===== src/rtl/addsub_pkg.sv =====
// ============================================================================
// Module : addsub_pkg
// Brief  : Shared types and helpers for the sequential add/subtract unit.
// Rev    : 1.0  initial release
// ============================================================================
`default_nettype none

package addsub_pkg;

    typedef enum logic [1:0] {
        IDLE = 2'd0,
        RUN  = 2'd1,
        DONE = 2'd2
    } state_t;

    // Slice counter width; a single-slice build still needs one bit.
    function automatic int slice_w(input int nslice);
        return (nslice <= 1) ? 1 : $clog2(nslice);
    endfunction

endpackage

`default_nettype wire


===== src/rtl/addsub_seq_add_slice.sv =====
// ============================================================================
// Module : add_slice
// Brief  : CHUNK-bit ripple of full-adder cells; also exposes the carry into
//          the top bit so the caller can form signed overflow.
// Rev    : 1.0  initial release
// ============================================================================
`default_nettype none

module add_slice #(
    parameter int CHUNK = 2
) (
    input  logic [CHUNK-1:0] i_a,
    input  logic [CHUNK-1:0] i_b,
    input  logic             i_cin,
    output logic [CHUNK-1:0] o_sum,
    output logic             o_cout,
    output logic             o_c_msb
);

    logic [CHUNK:0] w_c;

    assign w_c[0] = i_cin;

    for (genvar i = 0; i < CHUNK; i++) begin : g_bit
        assign o_sum[i]  = i_a[i] ^ i_b[i] ^ w_c[i];
        assign w_c[i+1]  = (i_a[i] & i_b[i]) | (w_c[i] & (i_a[i] ^ i_b[i]));
    end

    assign o_cout  = w_c[CHUNK];
    assign o_c_msb = w_c[CHUNK-1];

endmodule

`default_nettype wire


===== src/rtl/addsub_seq.sv =====
// ============================================================================
// Module : addsub_seq
// Brief  : Multi-cycle WIDTH-bit add/subtract, CHUNK bits per clock, LSB first.
//          Optional saturation enabled by macro ADDSUB_SAT_EN (adds port sat).
// Rev    : 1.0  initial release
// ============================================================================
`default_nettype none

module addsub_seq
    import addsub_pkg::*;
#(
    parameter int WIDTH = 8,
    parameter int CHUNK = 2
) (
    input  logic             clk,
    input  logic             rst,
    input  logic             in_valid,
    output logic             in_ready,
    input  logic [WIDTH-1:0] a,
    input  logic [WIDTH-1:0] b,
    input  logic             sub,
`ifdef ADDSUB_SAT_EN
    input  logic             sat,
`endif
    output logic             out_valid,
    input  logic             out_ready,
    output logic [WIDTH:0]   x,
    output logic             ovf
);

    localparam int NSLICE = WIDTH / CHUNK;
    localparam int SW     = slice_w(NSLICE);

`ifdef ADDSUB_SAT_EN
    localparam logic [WIDTH-1:0] C_SAT_MIN = WIDTH'(1) << (WIDTH - 1);
    localparam logic [WIDTH-1:0] C_SAT_MAX = ~C_SAT_MIN;
    logic                        r_sat;
`endif

    state_t             r_state;
    state_t             w_next;
    logic [WIDTH-1:0]   r_a;
    logic [WIDTH-1:0]   r_b;
    logic               r_sub;
    logic               r_carry;
    logic [SW-1:0]      r_slice;
    logic [WIDTH:0]     r_x;
    logic               r_ovf;

    int                 w_base;
    logic               w_last;
    logic [CHUNK-1:0]   w_sa;
    logic [CHUNK-1:0]   w_sb;
    logic [CHUNK-1:0]   w_sum;
    logic               w_cout;
    logic               w_c_msb;
    logic               w_ovf;

    assign w_base = int'(r_slice) * CHUNK;
    assign w_last = (r_slice == SW'(NSLICE - 1));
    assign w_sa   = r_a[w_base +: CHUNK];
    assign w_sb   = r_b[w_base +: CHUNK];
    assign w_ovf  = w_c_msb ^ w_cout;

    add_slice #(.CHUNK(CHUNK)) u_slice (
        .i_a     (w_sa),
        .i_b     (w_sb),
        .i_cin   (r_carry),
        .o_sum   (w_sum),
        .o_cout  (w_cout),
        .o_c_msb (w_c_msb)
    );

    always_ff @(posedge clk) begin
        if (rst) r_state <= IDLE;
        else     r_state <= w_next;
    end

    always_comb begin
        w_next = r_state;
        case (r_state)
            IDLE:    if (in_valid)  w_next = RUN;
            RUN:     if (w_last)    w_next = DONE;
            DONE:    if (out_ready) w_next = IDLE;
            default:                w_next = IDLE;
        endcase
    end

    always_ff @(posedge clk) begin
        if (rst) begin
            r_a     <= '0;
            r_b     <= '0;
            r_sub   <= 1'b0;
            r_carry <= 1'b0;
            r_slice <= '0;
            r_x     <= '0;
            r_ovf   <= 1'b0;
`ifdef ADDSUB_SAT_EN
            r_sat   <= 1'b0;
`endif
        end else begin
            case (r_state)
                IDLE: if (in_valid) begin
                    // Subtraction runs as A + ~B + 1: invert B here, seed the carry.
                    r_a     <= a;
                    r_b     <= b ^ {WIDTH{sub}};
                    r_sub   <= sub;
                    r_carry <= sub;
                    r_slice <= '0;
`ifdef ADDSUB_SAT_EN
                    r_sat   <= sat;
`endif
                end
                RUN: begin
                    r_x[w_base +: CHUNK] <= w_sum;
                    r_carry              <= w_cout;
                    r_slice              <= r_slice + SW'(1);
                    if (w_last) begin
                        r_x[WIDTH] <= w_cout ^ r_sub;
                        r_ovf      <= w_ovf;
`ifdef ADDSUB_SAT_EN
                        // A wrapped sign of 1 means the true result was positive.
                        if (r_sat && w_ovf) begin
                            r_x[WIDTH-1:0] <= w_sum[CHUNK-1] ? C_SAT_MAX : C_SAT_MIN;
                            r_x[WIDTH]     <= ~w_sum[CHUNK-1];
                        end
`endif
                    end
                end
                default: ;
            endcase
        end
    end

    assign in_ready  = (r_state == IDLE);
    assign out_valid = (r_state == DONE);
    assign x         = r_x;
    assign ovf       = r_ovf;

endmodule

`default_nettype wire

===== config.mk =====
export PLATFORM = sky130hd
export DESIGN_NAME = addsub_seq
export DESIGN_NICKNAME = d
export VERILOG_FILES = /design/src/rtl/addsub_pkg.sv /design/src/rtl/addsub_seq_add_slice.sv /design/src/rtl/addsub_seq.sv
export SDC_FILE = /design/constraint.sdc
export NUM_CORES = 1
export LEC_CHECK = 0
export ABC_AREA = 1
export BUFFER_PORTS_ARGS = -buffer_cell sky130_fd_sc_hd__buf_2
export CAP_MARGIN = 20
export CORE_MARGIN = 2
export CORE_UTILIZATION = 48
export DETAILED_ROUTE_END_ITERATION = 8
export PLACE_DENSITY = 0.74
export SETUP_SLACK_MARGIN = 0.15
export SYNTH_ARGS = -nofsm -noshare
export SYNTH_HDL_FRONTEND = slang
export SYNTH_HIERARCHICAL = 1
export SYNTH_SLANG_ARGS = --single-unit
export TNS_END_PERCENT = 10

===== constraint.sdc =====
create_clock -name clk -period 2.3 [get_ports clk]
set_input_delay 0.23 -clock clk [delete_from_list [all_inputs] [get_ports clk]]
set_output_delay 0.23 -clock clk [all_outputs]
set_load 0.01 [all_outputs]

=== Word-level counts from Yosys, hierarchy flattened ===
Index checks and enable logic that the tools add are counted.

* Register bits: 32
* Input port bits: 21
* Output and inout bits: 12
* Logic and storage cells: 49

* Add/sub/neg operators: 2
* Eq/ne operators: 6
* Shift-type cells: 4
* Mux-type cells: 10
* Bitwise logic cells: 13
* Reductions and logical operators: 6

{| class="wikitable"
|+ Operators by type and width
! kind !! number
|-
| 3-bit negation with 33-bit output || 1
|-
| 2-bit by 33-bit variable shift with 9-bit output (first input constant) || 1
|-
| 2-bit by 33-bit variable part select with 9-bit output || 1
|-
| 8-bit by 4-bit variable part select with 2-bit output || 2
|-
| 9-bit bitwise mux || 1
|-
| 2-bit two-way mux || 4
|-
| 8-bit XOR || 1
|-
| 2-bit case mux with 3 select lines || 1
|-
| 2-bit AND reduction || 3
|-
| 1-bit XOR || 6
|-
| 1-bit AND || 4
|-
| 2-bit equality test (second input constant) || 2
|-
| 2-bit != test (second input constant) || 2
|-
| 2-bit case mux with 2 select lines || 1
|-
| 3-bit AND reduction || 1
|-
| 2-bit by 1-bit adder with 2-bit output (second input constant) || 1
|-
| 2-bit by 1-bit equality test with 1-bit output (second input constant) || 1
|-
| 2-bit zero test || 1
|-
| 1-bit two-way mux || 2
|-
| 2-bit by 1-bit != test with 1-bit output (second input constant) || 1
|-
| 1-bit OR || 2
|-
| 1-bit case mux with 2 select lines || 1
|-
| 2-bit nonzero test || 1
|}

=== Longest topological paths before layout ===
Gate-level depths: netlist of the first run.

* Depth after elaboration: 8
* Mapped depth: 11
* Depth with buffers taken out: 10

=== Hierarchy ===
The synthesis of the first run kept the hierarchy.

{| class="wikitable"
|+ Modules (own cells, without submodules)
! module !! times used !! cells an instance !! area each (µm²) !! sequential area each (µm²)
|-
| addsub_seq || 1 || 216 || 1521.5 || 640.6
|-
| add_slice || 1 || 2 || 40.0 || 0.0
|}

=== Worst setup path after synthesis of the first run ===
Ideal clock, no wire load.

* Path kind: register to register
* From: register r_slice[0]
* To: register r_x[3] (netlist: x[3])
* Setup time: 64 ps
* Arrival: 2217 ps
* Path slack: 19 ps
* Cell stages (with the launch flop): 11
* Cell sequence: dfxtp_1 -> inv_1 -> clkbuf_1 -> o21ai_0 -> o22ai_1 -> fa_1 -> fa_1 -> nand3_1 -> o21ai_0 -> inv_1 -> nor2_1

* Cells in the longest elaborated chain, start to end: 7
* Elaborated cells between the ends (all ways): 13

{| class="wikitable"
|+ RTL lines
! element !! line !! RTL
|-
| start: declaration || addsub_seq.sv:46 || <nowiki>logic [SW-1:0] r_slice;</nowiki>
|-
| start signal: assignment || addsub_seq.sv:117 || <nowiki>r_slice <= r_slice + SW'(1);</nowiki>
|-
| 8-bit by 4-bit variable part select with 2-bit output (*) || addsub_seq.sv:61 || <nowiki>assign w_sa = r_a[w_base +: CHUNK];</nowiki>
|-
| via w_sa[0] || addsub_seq.sv:52 || <nowiki>logic [CHUNK-1:0] w_sa;</nowiki>
|-
| 1-bit XOR || addsub_seq_add_slice.sv:26 || <nowiki>assign w_c[i+1] = (i_a[i] & i_b[i]) | (w_c[i] & (i_a[i] ^ i_b[i]));</nowiki>
|-
| 1-bit AND || addsub_seq_add_slice.sv:26 ||
|-
| 1-bit OR (*) || addsub_seq_add_slice.sv:26 ||
|-
| via w_c_msb || addsub_seq.sv:56 || <nowiki>logic w_c_msb;</nowiki>
|-
| 1-bit XOR (*) || addsub_seq_add_slice.sv:25 || <nowiki>assign o_sum[i] = i_a[i] ^ i_b[i] ^ w_c[i];</nowiki>
|-
| via w_sum[1] || addsub_seq.sv:54 || <nowiki>logic [CHUNK-1:0] w_sum;</nowiki>
|-
| 2-bit by 33-bit variable part select with 9-bit output (*) || addsub_seq.sv:115 || <nowiki>r_x[w_base +: CHUNK] <= w_sum;</nowiki>
|-
| 9-bit bitwise mux (*) || addsub_seq.sv:115 ||
|-
| end signal: indexed assignment || addsub_seq.sv:115 ||
|-
| end signal: indexed assignment || addsub_seq.sv:119 || <nowiki>r_x[WIDTH] <= w_cout ^ r_sub;</nowiki>
|-
| end: declaration || addsub_seq.sv:47 || <nowiki>logic [WIDTH:0] r_x;</nowiki>
|}

Mark *: on every way through the listed nets, which the timed path passes. The rest lies on a longest branch.
A chain may end at the register's enable or synchronous reset.

=== Final worst setup path of the first run ===
* From: register r_slice[0]
* To: register r_x[7] (netlist: x[7])

* Cells in the longest elaborated chain, start to end: 7
* Elaborated cells between the ends (all ways): 13

{| class="wikitable"
|+ RTL lines
! element !! line !! RTL
|-
| 8-bit by 4-bit variable part select with 2-bit output (*) || addsub_seq.sv:62 || <nowiki>assign w_sb = r_b[w_base +: CHUNK];</nowiki>
|-
| via w_sb[0] || addsub_seq.sv:53 || <nowiki>logic [CHUNK-1:0] w_sb;</nowiki>
|-
| 1-bit XOR || addsub_seq_add_slice.sv:26 ||
|-
| 1-bit AND || addsub_seq_add_slice.sv:26 ||
|-
| 1-bit OR (*) || addsub_seq_add_slice.sv:26 ||
|-
| via w_c_msb || addsub_seq.sv:56 ||
|-
| 1-bit XOR (*) || addsub_seq_add_slice.sv:25 ||
|-
| via w_sum[1] || addsub_seq.sv:54 ||
|-
| 2-bit by 33-bit variable part select with 9-bit output (*) || addsub_seq.sv:115 ||
|-
| 9-bit bitwise mux (*) || addsub_seq.sv:115 ||
|}

Marked as above.

==> results of run 1 <==
-- cell type report --
type                    count  area (µm²)  share of cell area [%]
well taps                  44       55.05                   2.910
repair buffers             42       235.2                   12.43
clock inverters             2       10.01                  0.5291
multi-input cells         162       829.5                   43.85
clock buffers               6       51.30                   2.712
flip-flops and latches     32       644.4                   34.06
inverters                  16       66.31                   3.505
-- state kept, by name (all words and copies together) (netlist names) --
register / cells
ovf: 1
r_a: 8
r_b: 8
r_carry: 1
r_slice: 2
r_state: 2
r_sub: 1
x: 9
-- cells by family after synthesis --
logic type,after synthesis,share of synthesized area [%]
flip-flops,32,41.03
buffers and inverters,24,7.211
XOR/XNOR,10,5.609
adder cells (fa/ha/maj),6,5.769
AO/OA/AOI/OAI,38,12.66
AND/OR/NAND/NOR,108,27.72
-- synth_stat cells --
master    instances  area share [%]
clkbuf_1          4            0.96
buf_6             2             1.4
inv_1            15             3.6
clkbuf_4          1            0.48
o21ai_0          22             7.1
nand2_2           3             1.2
nand3_1           4             1.3
o21a_1            1            0.48
a21oi_1          11             3.5
nand2_4           1            0.72
xnor2_1           8             4.5
nor2_4            1            0.72
inv_4             1            0.40
o22ai_1           4             1.6
xor2_1            2             1.1
nand2_1          40             9.6
fa_1              2             2.6
buf_2             1            0.32
nor2_1           59              14
dfxtp_1          32              41
ha_1              4             3.2
-- layer usage --
| metal | GRT usage [%] | vias to the layer above | routed length (µm) |
|---|---|---|---|
| met5 | 0 | - | 0 |
| met4 | 10.87 | 0 | 72 |
| met3 | 5.252 | 7 | 173 |
| met2 | 35.11 | 36 | 1609 |
| met1 | 24.57 | 653 | 1481 |
| li1 | - | 771 | - |
-- worst min-delay path by stage --
stage	from	to	slack (ns)	cells after the start
final	out_ready	r_state[1]$_SDFFE_PP0P_	0.13	4
after floorplan	rst	x[1]$_SDFFE_PP0P_	0.30	1
after detailed placement	x[4]$_SDFFE_PP0P_	x[4]$_SDFFE_PP0P_	0.45	2
after CTS	out_ready	r_state[1]$_SDFFE_PP0P_	0.11	4
after global routing	out_ready	r_state[1]$_SDFFE_PP0P_	0.13	4
after global placement	x[4]$_SDFFE_PP0P_	x[4]$_SDFFE_PP0P_	0.45	2
-- power groups by stage --
| stage | combinational (mW) | sequential, mW | clock [mW] |
|---|---|---|---|
| 4_1_cts | 0.274 | 0.616 | 0.352 |
| 3_5_place_dp | 0.238 | 0.629 | 0 |
| 2_1_floorplan | 0.182 | 0.623 | 0 |
| 3_3_place_gp | 0.235 | 0.628 | 0 |
| 5_1_grt | 0.315 | 0.621 | 0.364 |
| 6_report | 0.275 | 0.617 | 0.343 |
-- stage by stage --
step,cells,util [%],hold WS [ns],setup WS [ns],cell area [µm²]
floorplan,218,-,0.2991,0.1680,1569
global placement,289,56.95,0.4499,0.08210,1753
detailed placement,289,56.95,0.4537,0.02531,1753
CTS,304,61.38,0.1118,0.1477,1889
global route,304,61.46,0.1275,0.03167,1892
finish,304,61.46,0.1270,0.1857,1892
-- timing repair --
action,CTS,global route
buffers inserted,7,0
gates resized for setup,10,2
setup endpoints to repair,7,7
pin swaps,4,1
gates cloned,0,0
-- worst max-delay path, stage by stage (launching register included) --
cell and delay (ns):
dfxtp_4 0.39, clkinvlp_4 0.15, o21ai_2 0.15, o22ai_2 0.08, fa_2 0.38, fa_1 0.54
nand3_1 0.11, nor2_1 0.10, nand2_1 0.06, a21oi_1 0.11
==> results.toml, run 1 <==
[floorplanning]
initial_core_util_pct = 50.73
dieHeight_um = 61.04
dieArea_um2 = 3725
num_rows = 20
ios = 33
coreArea_um2 = 3078
die_w_um = 61.04

[power_and_ir_drop]
sequentialPowerShare_pct = 50.0
p_per_area_nw_per_um2 = 652.8
p_switching_mw = 0.3746
power_mw = 1.235
peakVddDrop_mv = 0.3238
cellInternalPower_mw = 0.8604
pwr-share-clk_pct = 27.7
p_leak_nw = 0.8954
p_comb_share_pct = 22.3
power.share.switching_pct = 30.33

[placement]
place_congestion = 0.8801
hpwl_mm = 2.341
portBuffers = 32

[synth]
ys_types = 21
syn-num-nets = 245
postSynthCellCount = 218
synth_seq_area_share_pct = 41.03
avgSynthCellArea_um2 = 7.163
netlist_area_um2 = 1561
ys_warn_count = 6
ys_seq_elements = 32

[setup_path]
endpoint = "x[7]$_SDFFE_PP0P_"
r2r-start = "r_slice[0]$_SDFFE_PP0P_"
endpoint_kind = "flop"
startpoint_type = "flop"
worstRegToRegCells = 9
cp.arrival_ns = 2.40
reg2reg_to = "x[7]$_SDFFE_PP0P_"
worstPathMaxFanout = 6
crit_start = "r_slice[0]$_SDFFE_PP0P_"
r2r_slack_ns = 0.19
cp.required_ns = 2.58
path_class = "reg -> reg"

[outcome]
status = "completed"

[global_route]
antenna_found_initial = 0
grt_pass1_wl_mm = 5.713
track_usage_pct = 20.90
grt_pass1_vias = 1371
overflow = 0
grt_max_degree = 26

[run]
cap_viol_max_count = 0

[routing]
dr.pass1.iters = 4
via_count = 1467
finalWirelength_mm = 3.337
drtAntennaViolNets = 0
post_drt_wl_per_cell_um = 10.98
drt_iter0_markers = 53
viasPerCell = 4.826
drc = 0

[clocking]
clk_pin_slew_worst_paths_ns = 0.10
cts_buffers = 5
cts.path.max_buffers = 2
cts_sinks = 32
cts_tree = "yes"
postCtsHoldBufs = 0
root_buffer = "clkbuf_4"
h-tree-depth = 2
clk-insertion-delay-late_ns = 0.34

[layout]
fin_nets = 286
mostFrequentLayoutCell = "nor2_1"
layout_common_cells = "57 x nor2_1, 40 x nand2_1, 32 x buf_2"
syn_to_final_growth_pct = 21.15
drive_gt1_share_pct = 24.62
fillers = 307
antenna_cells = 0

[timing]
layout_min_cycle_time_ns = 2.114
slew_headroom_pct = 62.90
fmax_mhz = 473.0
clock_skew_ns = 0.005812
rsz0062_at_grt = "true"
final.period_utilization_pct = 91.92
final.setup.tns_ns = 0
drv_slew = 0
worst_slew_pin_slew_ns = 0.5558
hold_violations = 0
setup_viol = 0

[hold_path]
hold_path.class = "in -> reg"
(Power assumes the default switching activity.)
==> run 2, diff against run 1 <==
- CTS_BUF_LIST: not set -> sky130_fd_sc_hd__clkbuf_16
- RECOVER_POWER: not set -> 25
==> run 2 against run 1 <==
  * Die area stayed put
  * Flip-flop and latch count stayed put
  * Clock skew is 0.00089 ns lower
  * Clock power is 78% higher
  * Via count is 2.4% higher
  * Critical path type unchanged
==> results.toml, run 2 (synthesis results as in run 1) <==
[global_route]
track_usage_pct = 21.37
grt_pass1_vias = 1347
grt_max_degree = 26
grt_pass1_wl_mm = 5.913
overflow = 0
antenna_found_initial = 0

[layout]
fillers = 294
mostFrequentLayoutCell = "nor2_1"
syn_to_final_growth_pct = 25.48
largest_register_ffs = 9
layout_common_cells = "58 x nor2_1, 41 x nand2_1, 31 x dfxtp_1"
drive_gt1_share_pct = 20.69
antenna_cells = 0
fin_nets = 287
fin_cells = 305
stdcell_area_um2 = 1959

[power_and_ir_drop]
p_switching_mw = 0.3986
power.share.switching_pct = 26.44
p_comb_share_pct = 18.6
peakVddDrop_mv = 0.4662
pwr-share-clk_pct = 40.4
cellInternalPower_mw = 1.109
power_mw = 1.507
p_per_area_nw_per_um2 = 769.3
sequentialPowerShare_pct = 41.0
p_leak_nw = 0.8907

[placement]
dp.cells = 289
hpwl_mm = 2.341
place_area_um2 = 1753
portBuffers = 32
place_congestion = 0.8801

[setup_path]
slowest_delay_ns = 0.61
worstRegToRegCells = 9
startpoint_type = "flop"
cp_top_family = "adder cells"
cp.required_ns = 2.51
worstPathMaxFanout = 7
cp.arrival_ns = 2.46
path_class = "reg -> reg"
crit_start = "r_slice[0]$_SDFFE_PP0P_"
r2r_slack_ns = 0.04
endpoint_kind = "flop"
path_cells = "clkinvlp_4 > o21ai_2 > o22ai_2 > fa_2 > fa_1 > nand3_1 > nor2_1 > nand2_1 > a21oi_1"
critical_path_depth = 9
reg2reg_to = "x[7]$_SDFFE_PP0P_"
r2r-start = "r_slice[0]$_SDFFE_PP0P_"
endpoint = "x[7]$_SDFFE_PP0P_"
worst-path-buf-inv = 1
cp_slowest_cell = "fa_1"

[timing]
rsz0062_at_grt = "true"
clock_skew_ns = 0.004924
setup_viol = 0
final.setup.tns_ns = 0
final.period_utilization_pct = 98.16
fmax_mhz = 442.9
layout_min_cycle_time_ns = 2.258
hold_violations = 0
drv_slew = 0
slew_headroom_pct = 62.86
worst_slew_pin_slew_ns = 0.5565

[clocking]
root_buffer = "clkbuf_16"
clk_pin_slew_worst_paths_ns = 0.05
cts_tree = "yes"
postCtsHoldBufs = 0
h-tree-depth = 2
cts_sinks = 32
cts.path.max_buffers = 2
clk-insertion-delay-late_ns = 0.27
cts_buffers = 5

[routing]
drtAntennaViolNets = 0
post_drt_wl_per_cell_um = 11.50
via_count = 1502
drt_iter0_markers = 61
finalWirelength_mm = 3.508
dr.pass1.iters = 4
drc = 0
viasPerCell = 4.925

[floorplanning]
dieArea_um2 = 3725
num_rows = 20
coreArea_um2 = 3078
ios = 33
initial_core_util_pct = 50.73
die_w_um = 61.04
dieHeight_um = 61.04

[outcome]
status = "completed"

[run]
cap_viol_max_count = 0

[hold_path]
hold_path.class = "in -> reg"
## run 2: cell types whose count changed in the layout (fill, tap and decap cells not counted), sizes merged
cell,delta
buf,-8
clkbuf,+8
clkinv,+1
## run 2: how the worst min path moves through the flow
stage | from | endpoint | depth (start not counted)
6_report | out_ready | r_state[1]$_SDFFE_PP0P_ | 4
5_1_grt | out_ready | r_state[1]$_SDFFE_PP0P_ | 4
4_1_cts | out_ready | r_state[1]$_SDFFE_PP0P_ | 4
3_5_place_dp | x[4]$_SDFFE_PP0P_ | x[4]$_SDFFE_PP0P_ | 2
3_3_place_gp | x[4]$_SDFFE_PP0P_ | x[4]$_SDFFE_PP0P_ | 2
2_1_floorplan | rst | x[1]$_SDFFE_PP0P_ | 1
## run 2: power groups by stage
stage	clock network, mW	registers (mW)	logic (mW)
finish	0.610	0.618	0.280
global route	0.644	0.622	0.315
CTS	0.621	0.616	0.257
detailed placement	0	0.629	0.238
global placement	0	0.628	0.235
floorplan	0	0.623	0.182
## run 2: what timing repair did
item	CTS	global route
endpoints found under the setup margin	7	7
endpoints found under the hold margin	0	0
resized for setup	5	7
buffers inserted	5	3
pin swaps	0	2
## run 2: worst register-to-register path, delay by kind of cell, from the launching register on
kind	cells	cell delay, ns
buf+inv	1	0.16
flops	1	0.37
compound gates	3	0.37
fa+ha+maj	2	1.00
simple gates	3	0.29
## run 2: area by class of cell
type	count	area, µm²	share of cell area, %
sequential	32	644.4	32.89
tap	44	55.05	2.810
clock buffer	5	125.1	6.386
clock inverter	3	13.76	0.7024
timing repair buffer	43	231.5	11.81
inverter	16	66.31	3.384
multi-input combinational	162	823.3	42.02
## run 2: routing by layer
| layer | share of wire [%] | track usage, % | up-vias |
|---|---|---|---|
| li1 | - | - | 767 |
| met1 | 43 | 26.38 | 689 |
| met2 | 52 | 36.32 | 44 |
| met3 | 4.6 | 4.832 | 2 |
| met4 | 0.29 | 8.075 | 0 |
| met5 | 0 | 0 | - |
## run 2: stage by stage
stage	setup WS (ns)	utilization (%)	hold slack, ns
finish	0.04227	63.66	0.2102
CTS	0.1061	62.89	0.2087
floorplan	0.1680	-	0.2991
detailed placement	0.02531	56.95	0.4537
global route	-0.04519	63.66	0.2163
global placement	0.08210	56.95	0.4499
